===== src/rtl/weight_stream_loader.sv =====
// weight_stream_loader
//
// Feeds the 1D-conv weight BRAM banks from a host AXI-Stream. When the control
// FSM raises weight_req, a fixed number of words is pulled from the stream.
// The words are written round-robin across the Dimension banks through port A:
// word i goes to bank i % Dimension at row base + i / Dimension.
// weight_ack pulses for one cycle alongside the final write strobe.
//
// Ports
//   clk            system clock
//   rst            synchronous active-low reset
//   weight_req     level request, held by the control FSM until weight_ack
//   weight_ack     one-cycle pulse: load complete
//   load_words     number of words to load, latched when a request is taken
//   base_addr      first BRAM row, latched when a request is taken
//   s_tdata/s_tvalid/s_tlast/s_tready   AXI-Stream slave
//   ena_weight     BRAM port-A enable (one per write)
//   wea_weight     one-hot bank write enable
//   addra_weight   BRAM port-A address
//   dina_weight    BRAM port-A data, shared by all banks
//   busy           high while loading or acknowledging
//   err_early_last sticky: tlast arrived before load_words were written
//   words_loaded   words written in the current/last load
//
// state | meaning
// ------+---------------------------------------------------------------
// IDLE  | waiting for weight_req; latches count and base when it arrives
// LOAD  | s_tready high; each accepted beat becomes a write next cycle
// ACK   | weight_ack high (same cycle as the final write strobe)

module weight_stream_loader #(
  parameter int DW             = 16,
  parameter int Dimension      = 16,
  parameter int ADDRESS_LENGTH = 10,
  parameter int CNT_WIDTH      = 16
) (
  input  logic                      clk,
  input  logic                      rst,
  input  logic                      weight_req,
  output logic                      weight_ack,
  input  logic [CNT_WIDTH-1:0]      load_words,
  input  logic [ADDRESS_LENGTH-1:0] base_addr,
  input  logic [DW-1:0]             s_tdata,
  input  logic                      s_tvalid,
  input  logic                      s_tlast,
  output logic                      s_tready,
  output logic                      ena_weight,
  output logic [Dimension-1:0]      wea_weight,
  output logic [ADDRESS_LENGTH-1:0] addra_weight,
  output logic [DW-1:0]             dina_weight,
  output logic                      busy,
  output logic                      err_early_last,
  output logic [CNT_WIDTH-1:0]      words_loaded
);

  localparam int BW = (Dimension > 1) ? $clog2(Dimension) : 1;

  typedef enum logic [1:0] {IDLE, LOAD, ACK} state_t;

  state_t                    state;
  logic [CNT_WIDTH-1:0]      count_q;
  logic [ADDRESS_LENGTH-1:0] base_q;
  logic [ADDRESS_LENGTH-1:0] row_q;
  logic [BW-1:0]             bank_idx;
  logic                      final_word;
  logic                      bank_wrap;

  // Status outputs are pure decodes of the state register.
  assign s_tready   = (state == LOAD);
  assign busy       = (state != IDLE);
  assign weight_ack = (state == ACK);

  assign final_word = ((words_loaded + CNT_WIDTH'(1)) == count_q);
  assign bank_wrap  = (bank_idx == BW'(Dimension - 1));

  always_ff @(posedge clk) begin
    if (!rst) begin
      state          <= IDLE;
      count_q        <= '0;
      base_q         <= '0;
      row_q          <= '0;
      bank_idx       <= '0;
      ena_weight     <= 1'b0;
      wea_weight     <= '0;
      addra_weight   <= '0;
      dina_weight    <= '0;
      err_early_last <= 1'b0;
      words_loaded   <= '0;
    end else begin
      // Strobes are single-cycle; address/data simply hold between writes.
      ena_weight <= 1'b0;
      wea_weight <= '0;

      case (state)
        IDLE: begin
          if (weight_req) begin
            count_q        <= load_words;
            base_q         <= base_addr;
            row_q          <= '0;
            bank_idx       <= '0;
            words_loaded   <= '0;
            err_early_last <= 1'b0;
            state          <= (load_words == '0) ? ACK : LOAD;
          end
        end

        LOAD: begin
          if (s_tvalid) begin
            ena_weight   <= 1'b1;
            wea_weight   <= Dimension'(1) << bank_idx;
            addra_weight <= base_q + row_q;   // wraps modulo 2^ADDRESS_LENGTH
            dina_weight  <= s_tdata;
            words_loaded <= words_loaded + CNT_WIDTH'(1);

            if (bank_wrap) begin
              bank_idx <= '0;
              row_q    <= row_q + ADDRESS_LENGTH'(1);
            end else begin
              bank_idx <= bank_idx + BW'(1);
            end

            // The final word wins over tlast: tlast on it is not an error.
            if (final_word) begin
              state <= ACK;
            end else if (s_tlast) begin
              err_early_last <= 1'b1;
              state          <= ACK;
            end
          end
        end

        ACK: state <= IDLE;

        default: state <= IDLE;
      endcase
    end
  end

endmodule


===== config.mk =====
export PLATFORM = sky130hd
export DESIGN_NAME = weight_stream_loader
export DESIGN_NICKNAME = d
export VERILOG_FILES = /design/src/rtl/weight_stream_loader.sv
export SDC_FILE = /design/constraint.sdc
export NUM_CORES = 1
export LEC_CHECK = 0
export BUFFER_PORTS_ARGS = -buffer_cell sky130_fd_sc_hd__buf_2
export CORE_UTILIZATION = 58
export CTS_CLUSTER_SIZE = 10
export DETAILED_ROUTE_END_ITERATION = 7
export PLACE_DENSITY_LB_ADDON = 0.1
export SYNTH_ARGS = -nofsm -noshare
export SYNTH_HDL_FRONTEND = slang
export SYNTH_SLANG_ARGS = --single-unit

===== constraint.sdc =====
create_clock -name clk -period 4.81 [get_ports clk]
set_input_delay 0.2405 -clock clk [delete_from_list [all_inputs] [get_ports clk]]
set_output_delay 0.2405 -clock clk [all_outputs]
set_load 0.005 [all_outputs]

==> results.py, run 1 <==
metrics = {
    "outcome": {
        "status": "complete, no violations",
    },
    "critical_path": {
        "critPathRequiredTime_ns": 5.08,
        "r2r_setup_slack_ns": 2.03,
        "cp.arrival_ns": 3.05,
        "rr_startpoint": "words_loaded[2]$_SDFFE_PN0P_",
        "crit_path_end_kind": "register",
        "critical_path_class": "register to register",
        "r2r_end": "state[0]$_SDFFE_PN0P_",
        "cp-start-kind": "register",
        "cp_max_fo": 11,
        "worstRegToRegCells": 7,
    },
    "clock_tree": {
        "post_cts.repair.setup_buffers": 0,
        "clk_latency_ns": 0.38,
        "cts_tree": "yes",
        "ctsHoldBuffers": 0,
        "cts_max_level": 3,
        "clockBufferDepth": 2,
        "cts_root_buf": "clkbuf_8",
        "clock_sink_count": 102,
        "cts-resized-gates": 0,
        "cts_buffers": 9,
        "cts.clk_slew.worst_paths_ns": 0.11,
    },
    "power": {
        "total_leakage_power_uw": 0.00242,
        "ir_worst_vdd_mv": 0.180,
        "powerDensity_mw_per_mm2": 362,
    },
    "global_routing": {
        "grt_pass1_vias": 4168,
        "grt_usage_pct": 27.9,
        "grt_pass1_wl_mm": 19.3,
        "grt_max_degree": 80,
        "antenna_found_initial": 0,
        "grt-ovfl-total": 0,
    },
    "floorplanning": {
        "rows": 33,
        "die_h_um": 94.0,
        "fp.dieW_um": 94.0,
        "core_region_area_mm2": 0.00822,
        "die_area_mm2": 0.00884,
        "initial_utilization_pct": 59.8,
        "design.portCount": 110,
    },
    "synth": {
        "synth_top_family_by_area": "simple AND/OR/NAND/NOR gates",
        "synth.most_common_cell": "nand2_1",
        "synthXorXnorAreaFrac_pct": 6.98,
        "syn_inst": 583,
        "synth_simple_gate_area_share_pct": 25.5,
        "synthAdderAreaFrac_pct": 4.74,
        "syn_area_mm2": 0.00491,
        "synth.area.top_cells": "dfxtp_1 (42%), nand2_1 (9.3%), a21boi_0 (6.9%), ha_1 (4.3%), xor2_1 (3.7%)",
        "synth_warnings": 0,
        "ys_top_cells_by_count": "nand2_1 (122), dfxtp_1 (102), a21boi_0 (45)",
        "seq_area_frac_synth_pct": 41.6,
        "muxShareOfSynthArea_pct": 0.611,
        "synth-seq-cells": 102,
        "async_flop_share_pct": 0,
        "synth_compound_area_share_pct": 16.4,
        "synthFlopType": "dfxtp_1",
        "syn-num-nets": 648,
        "synth.avg_cell_area_um2": 8.43,
        "synthDominantCellAreaShare_pct": 41.6,
        "synth.distinct_cells": 60,
        "synth_edf_count": 0,
        "yosysTopAreaCell": "dfxtp_1",
    },
    "final_layout": {
        "fin_nets": 740,
        "area_delta_synth_final_pct": 15.4,
        "diodes": 0,
        "drive_above_1_share_pct": 20.4,
    },
    "sta": {
        "slew_viol_final": 0,
        "min_period_ns": 2.78,
        "setup_slack_ns": 2.03,
        "worstMarginPinSlew_ns": 0.963,
        "fin_skew_ns": 0.00834,
        "hold_viol": 0,
        "rsz0062_at_grt": "false",
        "fin_crit_sh_pct": 57.9,
        "max_clock_freq_mhz": 359,
        "setup_violations": 0,
        "max_slew_margin_pct": 35.6,
        "tns_ns": 0,
    },
    "place": {
        "place_congestion": 0.881,
        "place_ws_ns": 2.06,
        "hpwl_mm": 8.28,
        "port_buffers": 109,
    },
    "detailed_routing": {
        "post_drt_wl_per_cell_um": 14.8,
        "num_vias": 4360,
        "firstDrtPassIters": 4,
        "drc_errors": 0,
        "vias_per_cell": 5.55,
        "drtIter0Drc": 268,
        "wl_mm": 11.7,
        "ant_nets": 0,
    },
    "worst_hold_path": {
        "hold_end": "dina_weight[4]$_SDFFE_PN0P_",
        "worstHoldStart": "s_tdata[4]",
        "min_path_cells": 3,
        "hp-class": "input pin to register",
    },
    "flow_run": {
        "maxCapViolations": 0,
    },
}
==> routing by layer <==
metal	vias up	part of all wire, %	global-route usage (%)
li1	2175	-	-
met1	2018	45	35.1
met2	139	46	45.7
met3	28	5.7	5.18
met4	0	2.6	13.5
met5	-	0	0
==> kinds of logic (layout without fill, tap and decap cells) <==
family / Yosys count / count (layout)
flops: 102 / 102
xor+xnor: 37 / 37
compound gates: 119 / 119
buf+inv: 49 / 146
fa+ha+maj: 18 / 18
simple gates: 255 / 255
mux: 3 / 3
==> critical path, cell delays in order, from the launching register on <==
cell and delay [ns]:
dfxtp_1 0.53, nand4_1 0.40, or3_1 0.64, xor2_4 0.21
a2111oi_2 0.38, o2111ai_1 0.19, nor3_2 0.22, o21ai_1 0.12
==> state kept, by name (all words and copies together), names as in the netlist <==
register	cells
dina_weight	16
ena_weight	1
base_q	10
state	2
words_loaded	16
err_early_last	1
wea_weight	16
bank_idx	4
row_q	10
addra_weight	10
count_q	16
==> cells in the final DEF (no fill, tap or decap), types with 3 or more instances in the layout <==
| cell type | instances |
|---|---|
| ha_1 | 17 |
| buf_4 | 4 |
| or3_1 | 4 |
| nor2_1 | 35 |
| mux2i_1 | 3 |
| and3_1 | 6 |
| inv_1 | 17 |
| o21ai_0 | 24 |
| and2_1 | 7 |
| nand2_1 | 122 |
| nor3_1 | 10 |
| a21boi_0 | 45 |
| nor4_1 | 10 |
| xnor2_1 | 15 |
| a31oi_1 | 4 |
| nand4_1 | 9 |
| nor3b_1 | 4 |
| dfxtp_1 | 102 |
| buf_2 | 109 |
| xor2_1 | 21 |
| nor2b_1 | 15 |
| o211ai_1 | 3 |
| a21oi_1 | 20 |
| o211a_1 | 3 |
| clkbuf_8 | 9 |
| nand3_1 | 15 |
==> how the worst max path moves through the flow <==
stage	from	end	slack, ns	cells past startpoint
finish	words_loaded[2]$_SDFFE_PN0P_	state[0]$_SDFFE_PN0P_	2.03	7
CTS	words_loaded[2]$_SDFFE_PN0P_	state[0]$_SDFFE_PN0P_	2.05	7
detailed placement	words_loaded[2]$_SDFFE_PN0P_	state[0]$_SDFFE_PN0P_	2.06	7
global placement	words_loaded[2]$_SDFFE_PN0P_	err_early_last$_SDFFE_PN0P_	2.21	7
global route	words_loaded[2]$_SDFFE_PN0P_	state[0]$_SDFFE_PN0P_	1.85	7
floorplan	words_loaded[0]$_SDFFE_PN0P_	state[0]$_SDFFE_PN0P_	2.62	8
==> metrics by stage <==
stage	hold WS [ns]	instance area, um2	total power [uW]	cells	util [%]
after detailed placement	0.458	5480	1530	769	66.6
after global routing	0.0986	5670	2170	785	69.0
after CTS	0.0889	5670	2060	785	69.0
final	0.0975	5670	2050	785	69.0
after global placement	0.448	5480	1510	769	66.6
after floorplan	0.373	4910	1360	583	-
==> report_power, final <==
part	switching (uW)	internal (uW)
sequential	73.2	924
combinational	330	191
clock	331	202
total	734	1320
==> cell type report <==
type / instances / area (um2)
clock inverters: 7 / 68.8
well taps: 105 / 131
fillers: 687 / 2550
inverters: 17 / 63.8
multi-input cells: 432 / 2660
clock buffers: 9 / 124
flip-flops and latches: 102 / 2040
repair buffers: 113 / 576
Power figures use the tool's default switching activity.
==> run 2: changes to the inputs <==
--- a/config.mk
+++ b/config.mk
@@ -5,8 +5,9 @@
 export SDC_FILE = /design/constraint.sdc
 export NUM_CORES = 1
 export LEC_CHECK = 0
+export ABC_AREA = 1
 export BUFFER_PORTS_ARGS = -buffer_cell sky130_fd_sc_hd__buf_2
-export CORE_UTILIZATION = 58
+export CORE_UTILIZATION = 54
 export CTS_CLUSTER_SIZE = 10
 export DETAILED_ROUTE_END_ITERATION = 7
 export PLACE_DENSITY_LB_ADDON = 0.1
==> constraint.sdc (replaced) <==
create_clock -name clk -period 2.9 [get_ports clk]
set_input_delay 0.145 -clock clk [delete_from_list [all_inputs] [get_ports clk]]
set_output_delay 0.145 -clock clk [all_outputs]
set_load 0.005 [all_outputs]
==> results.py, run 2 <==
metrics = {
    "synth": {
        "synth.most_common_cell": "nand2_1",
        "syn_inst": 678,
        "synthDominantCellAreaShare_pct": 41.3,
        "synth.distinct_cells": 44,
        "synth_warnings": 0,
        "syn_area_mm2": 0.00494,
        "synthFlopType": "dfxtp_1",
        "synth_edf_count": 0,
        "syn-num-nets": 743,
        "async_flop_share_pct": 0,
        "synth-seq-cells": 102,
        "ys_top_cells_by_count": "nand2_1 (162), dfxtp_1 (102), inv_1 (72)",
        "synth.avg_cell_area_um2": 7.29,
        "seq_area_frac_synth_pct": 41.3,
        "yosysTopAreaCell": "dfxtp_1",
        "synth.area.top_cells": "dfxtp_1 (41%), nand2_1 (12%), a21oi_1 (6.5%), inv_1 (5.5%), nand3_1 (4.5%)",
    },
    "final_layout": {
        "multiInputGateArea_mm2": 0.00252,
        "layout_common_cells": "nand2_1 (162), buf_2 (109), dfxtp_1 (102), inv_1 (72), a21oi_1 (64)",
        "fin_area_mm2": 0.00586,
        "diodes": 0,
        "ff_latch_area_mm2": 0.00204,
        "utilization_pct": 66.6,
        "mostFrequentLayoutCell": "nand2_1",
        "layout.cells.non_filler": 900,
        "drive_above_1_share_pct": 21.3,
        "fin_nets": 852,
        "area_delta_synth_final_pct": 18.5,
        "n_fill_cell": 796,
    },
    "global_routing": {
        "grt_usage_pct": 25.9,
        "grt_pass1_vias": 4390,
        "grt-ovfl-total": 0,
        "antenna_found_initial": 0,
        "grt_max_degree": 43,
        "grt_pass1_wl_mm": 19.9,
    },
    "sta": {
        "max_clock_freq_mhz": 457,
        "min_period_ns": 2.19,
        "setup_violations": 0,
        "worstMarginPinSlew_ns": 0.576,
        "slew_viol_final": 0,
        "hold_viol": 0,
        "fin_skew_ns": 0.0190,
        "max_slew_margin_pct": 61.4,
        "rsz0062_at_grt": "false",
        "fin_hold_ws_ns": 0.0109,
        "tns_ns": 0,
        "fin_crit_sh_pct": 75.5,
    },
    "critical_path": {
        "r2r_setup_slack_ns": 0.71,
        "cp_slowest_cell": "dfxtp_1",
        "cp-start-kind": "register",
        "crit_buf_inv": 0,
        "rr_startpoint": "words_loaded[0]$_SDFFE_PN0P_",
        "crit_family": "simple AND/OR/NAND/NOR gates",
        "crit_cells": 14,
        "critPathRequiredTime_ns": 3.17,
        "r2r_end": "state[0]$_SDFFE_PN0P_",
        "crit_path_end": "state[0]$_SDFFE_PN0P_",
        "cp-startpoint": "words_loaded[0]$_SDFFE_PN0P_",
        "worstRegToRegCells": 14,
        "cp.arrival_ns": 2.46,
        "crit_path_end_kind": "register",
        "critical_path_class": "register to register",
        "cp_max_fo": 7,
        "max_stage_delay_ns": 0.51,
        "crit_top_cell": "nand2_1",
        "crit_path_cell_trace": "ha_1 -> nand3_1 -> nor2_1 -> nand2_1 -> nand3_1 -> nand2_1 -> nor2_1 -> nand2_1 -> nor2_2 -> nand3_2 -> nand2_2 -> nand3_2 -> nand2_1 -> nor2_1",
    },
    "place": {
        "dpl_cell_area_mm2": 0.00558,
        "place_congestion": 0.891,
        "port_buffers": 109,
        "hpwl_mm": 8.89,
        "place_inst": 878,
    },
    "clock_tree": {
        "post_cts.repair.setup_buffers": 0,
        "clock_sink_count": 102,
        "cts.clk_slew.worst_paths_ns": 0.12,
        "cts_root_buf": "clkbuf_8",
        "cts_max_level": 3,
        "clk_latency_ns": 0.38,
        "cts_tree": "yes",
        "clockBufferDepth": 2,
        "cts_buffers": 9,
    },
    "power": {
        "seqPwrFrac_pct": 51.3,
        "total_leakage_power_uw": 0.00267,
        "switching_power_uw": 906,
        "switching_share_pct": 30.2,
        "powerDensity_mw_per_mm2": 511,
        "comb_power_share_pct": 15.9,
        "internal-power_uw": 2090,
        "pwr-share-clk_pct": 32.8,
        "ir_worst_vdd_mv": 0.356,
    },
    "flow_run": {
        "maxCapViolations": 0,
    },
    "floorplanning": {
        "design.portCount": 110,
        "rows": 34,
        "initial_utilization_pct": 56.2,
        "die_area_mm2": 0.00954,
        "fp.dieW_um": 97.7,
        "die_h_um": 97.7,
        "core_region_area_mm2": 0.00881,
    },
    "detailed_routing": {
        "ant_nets": 0,
        "vias_per_cell": 5.26,
        "num_vias": 4736,
        "post_drt_wl_per_cell_um": 13.3,
        "wl_mm": 12.0,
        "drc_errors": 10,
        "drtIter0Drc": 165,
        "firstDrtPassIters": 7,
    },
    "worst_hold_path": {
        "hp-class": "input pin to register",
    },
    "outcome": {
        "status": "finished with violations",
        "violations": "design-rule violations",
    },
}
## run 2: cell type report
class / count / area share (%)
timing repair buffer: 119 / 11.1
multi-input combinational: 477 / 43.0
tap: 108 / 2.31
clock buffer: 9 / 2.11
inverter: 78 / 5.02
sequential: 102 / 34.8
clock inverter: 7 / 1.66
## run 2: power groups by stage
stage	Combinational [uW]	Clock, uW	Sequential, uW
3_5_place_dp	469	0	1570
5_1_grt	537	1070	1550
6_report	476	984	1540
3_3_place_gp	460	0	1560
2_1_floorplan	322	0	1560
4_1_cts	476	1010	1540
## run 2: worst min-delay path, delay by kind of cell
family	cells	cell delay, ns
buffers and inverters	1	0.09
AOI/OAI and AO/OA	1	0.06
and+or+nand+nor	1	0.05
## run 2: cell families after synthesis
kind of cell | count (synthesis) | synth area share [%]
flops | 102 | 41.3
xor+xnor | 7 | 1.24
buf+inv | 99 | 7.72
simple gates | 329 | 31.5
compound gates | 123 | 13.6
fa+ha+maj | 18 | 4.71
## run 2: per-layer routing
layer | vias to the layer above | share of wire [%] | GRT usage [%]
met5 | - | 0 | 0
met4 | 0 | 1.6 | 8.62
met3 | 15 | 4.0 | 4.39
met2 | 104 | 52 | 46.6
met1 | 2194 | 42 | 31.1
li1 | 2423 | - | -
## run 2: how the worst min path moves through the flow
| stage | cells past startpoint | slack [ns] | startpoint | end |
|---|---|---|---|---|
| 2_1_floorplan | 2 | 0.28 | weight_req | state[0]$_SDFFE_PN0P_ |
| 3_3_place_gp | 3 | 0.40 | base_addr[4] | base_q[4]$_SDFFE_PN0P_ |
| 3_5_place_dp | 3 | 0.40 | s_tdata[0] | dina_weight[0]$_SDFFE_PN0P_ |
| 4_1_cts | 3 | 0.001 | s_tdata[5] | dina_weight[5]$_SDFFE_PN0P_ |
| 5_1_grt | 3 | 0.007 | s_tdata[13] | dina_weight[13]$_SDFFE_PN0P_ |
| 6_report | 3 | 0.01 | s_tdata[6] | dina_weight[6]$_SDFFE_PN0P_ |
## run 2: metrics by stage
stage | setup slack [ns] | power [uW]
floorplan | 0.991 | 1880
global placement | 0.835 | 2020
detailed placement | 0.741 | 2040
CTS | 0.721 | 3020
global route | 0.505 | 3150
finish | 0.710 | 3000
## run 2: timing repair
| action | 4_1_cts | 5_1_grt |
|---|---|---|
| resized for setup | 0 | 0 |
| hold buffers | 4 | 2 |
| endpoints found under the hold margin | 4 | 2 |
| endpoints found under the setup margin | 0 | 0 |
==> run 3: changes to the inputs <==
--- a/config.mk
+++ b/config.mk
@@ -7,7 +7,7 @@
 export LEC_CHECK = 0
 export ABC_AREA = 1
 export BUFFER_PORTS_ARGS = -buffer_cell sky130_fd_sc_hd__buf_2
-export CORE_UTILIZATION = 54
+export CORE_UTILIZATION = 49
 export CTS_CLUSTER_SIZE = 10
 export DETAILED_ROUTE_END_ITERATION = 7
 export PLACE_DENSITY_LB_ADDON = 0.1
==> constraint.sdc (replaced) <==
create_clock -name clk -period 2 [get_ports clk]
set_input_delay 0.1 -clock clk [delete_from_list [all_inputs] [get_ports clk]]
set_output_delay 0.1 -clock clk [all_outputs]
set_load 0.005 [all_outputs]
==> results.py, run 3 (synthesis gave the netlist of run 2 again) <==
metrics = {
    "clock_tree": {
        "clock_sink_count": 102,
        "cts_buffers": 9,
        "cts.clk_slew.worst_paths_ns": 0.10,
        "cts_max_level": 3,
        "cts_tree": "yes",
        "clk_latency_ns": 0.38,
        "cts_root_buf": "clkbuf_8",
        "clockBufferDepth": 2,
    },
    "sta": {
        "fin_crit_sh_pct": 94.9,
        "fin_hold_ws_ns": 0.0273,
        "worstMarginPinSlew_ns": 0.552,
        "rsz0062_at_grt": "true",
        "slew_viol_final": 0,
        "max_clock_freq_mhz": 527,
        "min_period_ns": 1.90,
        "setup_violations": 0,
        "fin_skew_ns": 0.00940,
        "max_slew_margin_pct": 63.2,
        "hold_viol": 0,
    },
    "detailed_routing": {
        "firstDrtPassIters": 5,
        "wl_met3_um": 510,
        "vias_per_cell": 5.07,
        "wl_met2_mm": 6.49,
        "top_layer": "met4",
        "ant_nets": 0,
        "num_vias": 4922,
        "drtIter0Drc": 211,
        "post_drt_wl_per_cell_um": 13.2,
        "drc_errors": 0,
        "wl_mm": 12.8,
        "wl_met1_mm": 5.37,
    },
    "global_routing": {
        "antenna_found_initial": 0,
        "grt-ovfl-total": 0,
        "grt_pass1_wl_mm": 20.0,
        "grt_max_degree": 41,
        "grt_usage_pct": 24.9,
        "grt_pass1_vias": 4406,
    },
    "floorplanning": {
        "fp.dieW_um": 102,
        "design.portCount": 110,
        "die_h_um": 102,
        "initial_utilization_pct": 50.6,
        "rows": 36,
        "core_region_area_mm2": 0.00977,
        "die_area_mm2": 0.0105,
    },
    "final_layout": {
        "diodes": 0,
        "fin_area_mm2": 0.00638,
        "layout_common_cells": "nand2_1 (161), buf_2 (109), dfxtp_1 (90), inv_1 (71), a21oi_1 (62)",
        "fin_nets": 899,
        "mostFrequentLayoutCell": "nand2_1",
        "area_delta_synth_final_pct": 28.9,
        "drive_above_1_share_pct": 26.6,
    },
    "worst_hold_path": {
        "hp-class": "input pin to register",
        "min_path_cells": 3,
    },
    "power": {
        "powerDensity_mw_per_mm2": 667,
        "total_leakage_power_uw": 0.00289,
        "p_total_uw": 4260,
        "ir_worst_vdd_mv": 0.498,
    },
    "place": {
        "hpwl_mm": 9.27,
        "dpl_cell_area_mm2": 0.00570,
        "place_congestion": 0.917,
        "port_buffers": 109,
    },
    "critical_path": {
        "critical_path_class": "register to register",
        "cp-start-kind": "register",
        "crit_path_end_kind": "register",
        "worstRegToRegCells": 10,
        "cp.arrival_ns": 2.18,
        "critPathRequiredTime_ns": 2.29,
        "cp_max_fo": 4,
        "r2r_setup_slack_ns": 0.10,
    },
    "outcome": {
        "status": "complete, no violations",
    },
    "flow_run": {
        "maxCapViolations": 0,
    },
}
[run 3: area by class of cell]
class                      instances  area [um2]
fill                             889        3400
multi-input combinational        477        2620
sequential                       102        2060
timing repair buffer             166        1050
inverter                          78         294
tap                              133         166
clock buffer                      10         138
clock inverter                     5        43.8
[run 3: critical path, cell delays in order (launching register included)]
cell      delay [ns]
dfxtp_1         0.38
ha_4            0.31
nand2_1         0.08
o21bai_1        0.23
nand2_1         0.11
a21boi_0        0.24
nor2_1          0.09
o21ai_0         0.15
nand3b_1        0.10
nand2_1         0.08
inv_1           0.03
[run 3: power by group]
part           switching (uW)  internal, uW  total, uW
registers                72.4          2150       2220
logic                     466           318        785
clock network             754           495       1250
total                    1290          2960       4260
[run 3: what timing repair did]
action | 4_1_cts | 5_1_grt
pin swaps | 0 | 18
buffers inserted | 0 | 11
endpoints found under the setup margin | 1 | 6
hold buffers | 28 | 0
resized for setup | 1 | 38
hold endpoints to repair | 28 | 0
[run 3: path summary, 6_finish.rpt]
check                                from                            to
max reg2reg         row_q[2]$_SDFFE_PN0P_  addra_weight[7]$_SDFFE_PN0P_
max                 row_q[2]$_SDFFE_PN0P_  addra_weight[7]$_SDFFE_PN0P_
min                         load_words[5]       count_q[5]$_SDFFE_PN0P_
min reg2reg  dina_weight[13]$_SDFFE_PN0P_  dina_weight[13]$_SDFFE_PN0P_
[run 3: metrics by stage]
stage / instances / TNS [ns] / setup WS (ns) / utilization, %
6_report: 971 / 0 / 0.103 / 65.2
2_1_floorplan: 678 / 0 / 0.0910 / -
5_1_grt: 971 / -0.0440 / -0.0298 / 65.2
3_5_place_dp: 917 / -0.00724 / -0.00724 / 58.4
3_3_place_gp: 917 / 0 / 0.0331 / 58.4
4_1_cts: 960 / 0 / 0.0242 / 63.1
[run 3: routing by layer]
layer  GRT usage (%)  up-vias
met4            13.4        0
met3            4.38       32
li1                -     2509
met1            29.2     2259
met5               0        -
met2            43.2      122
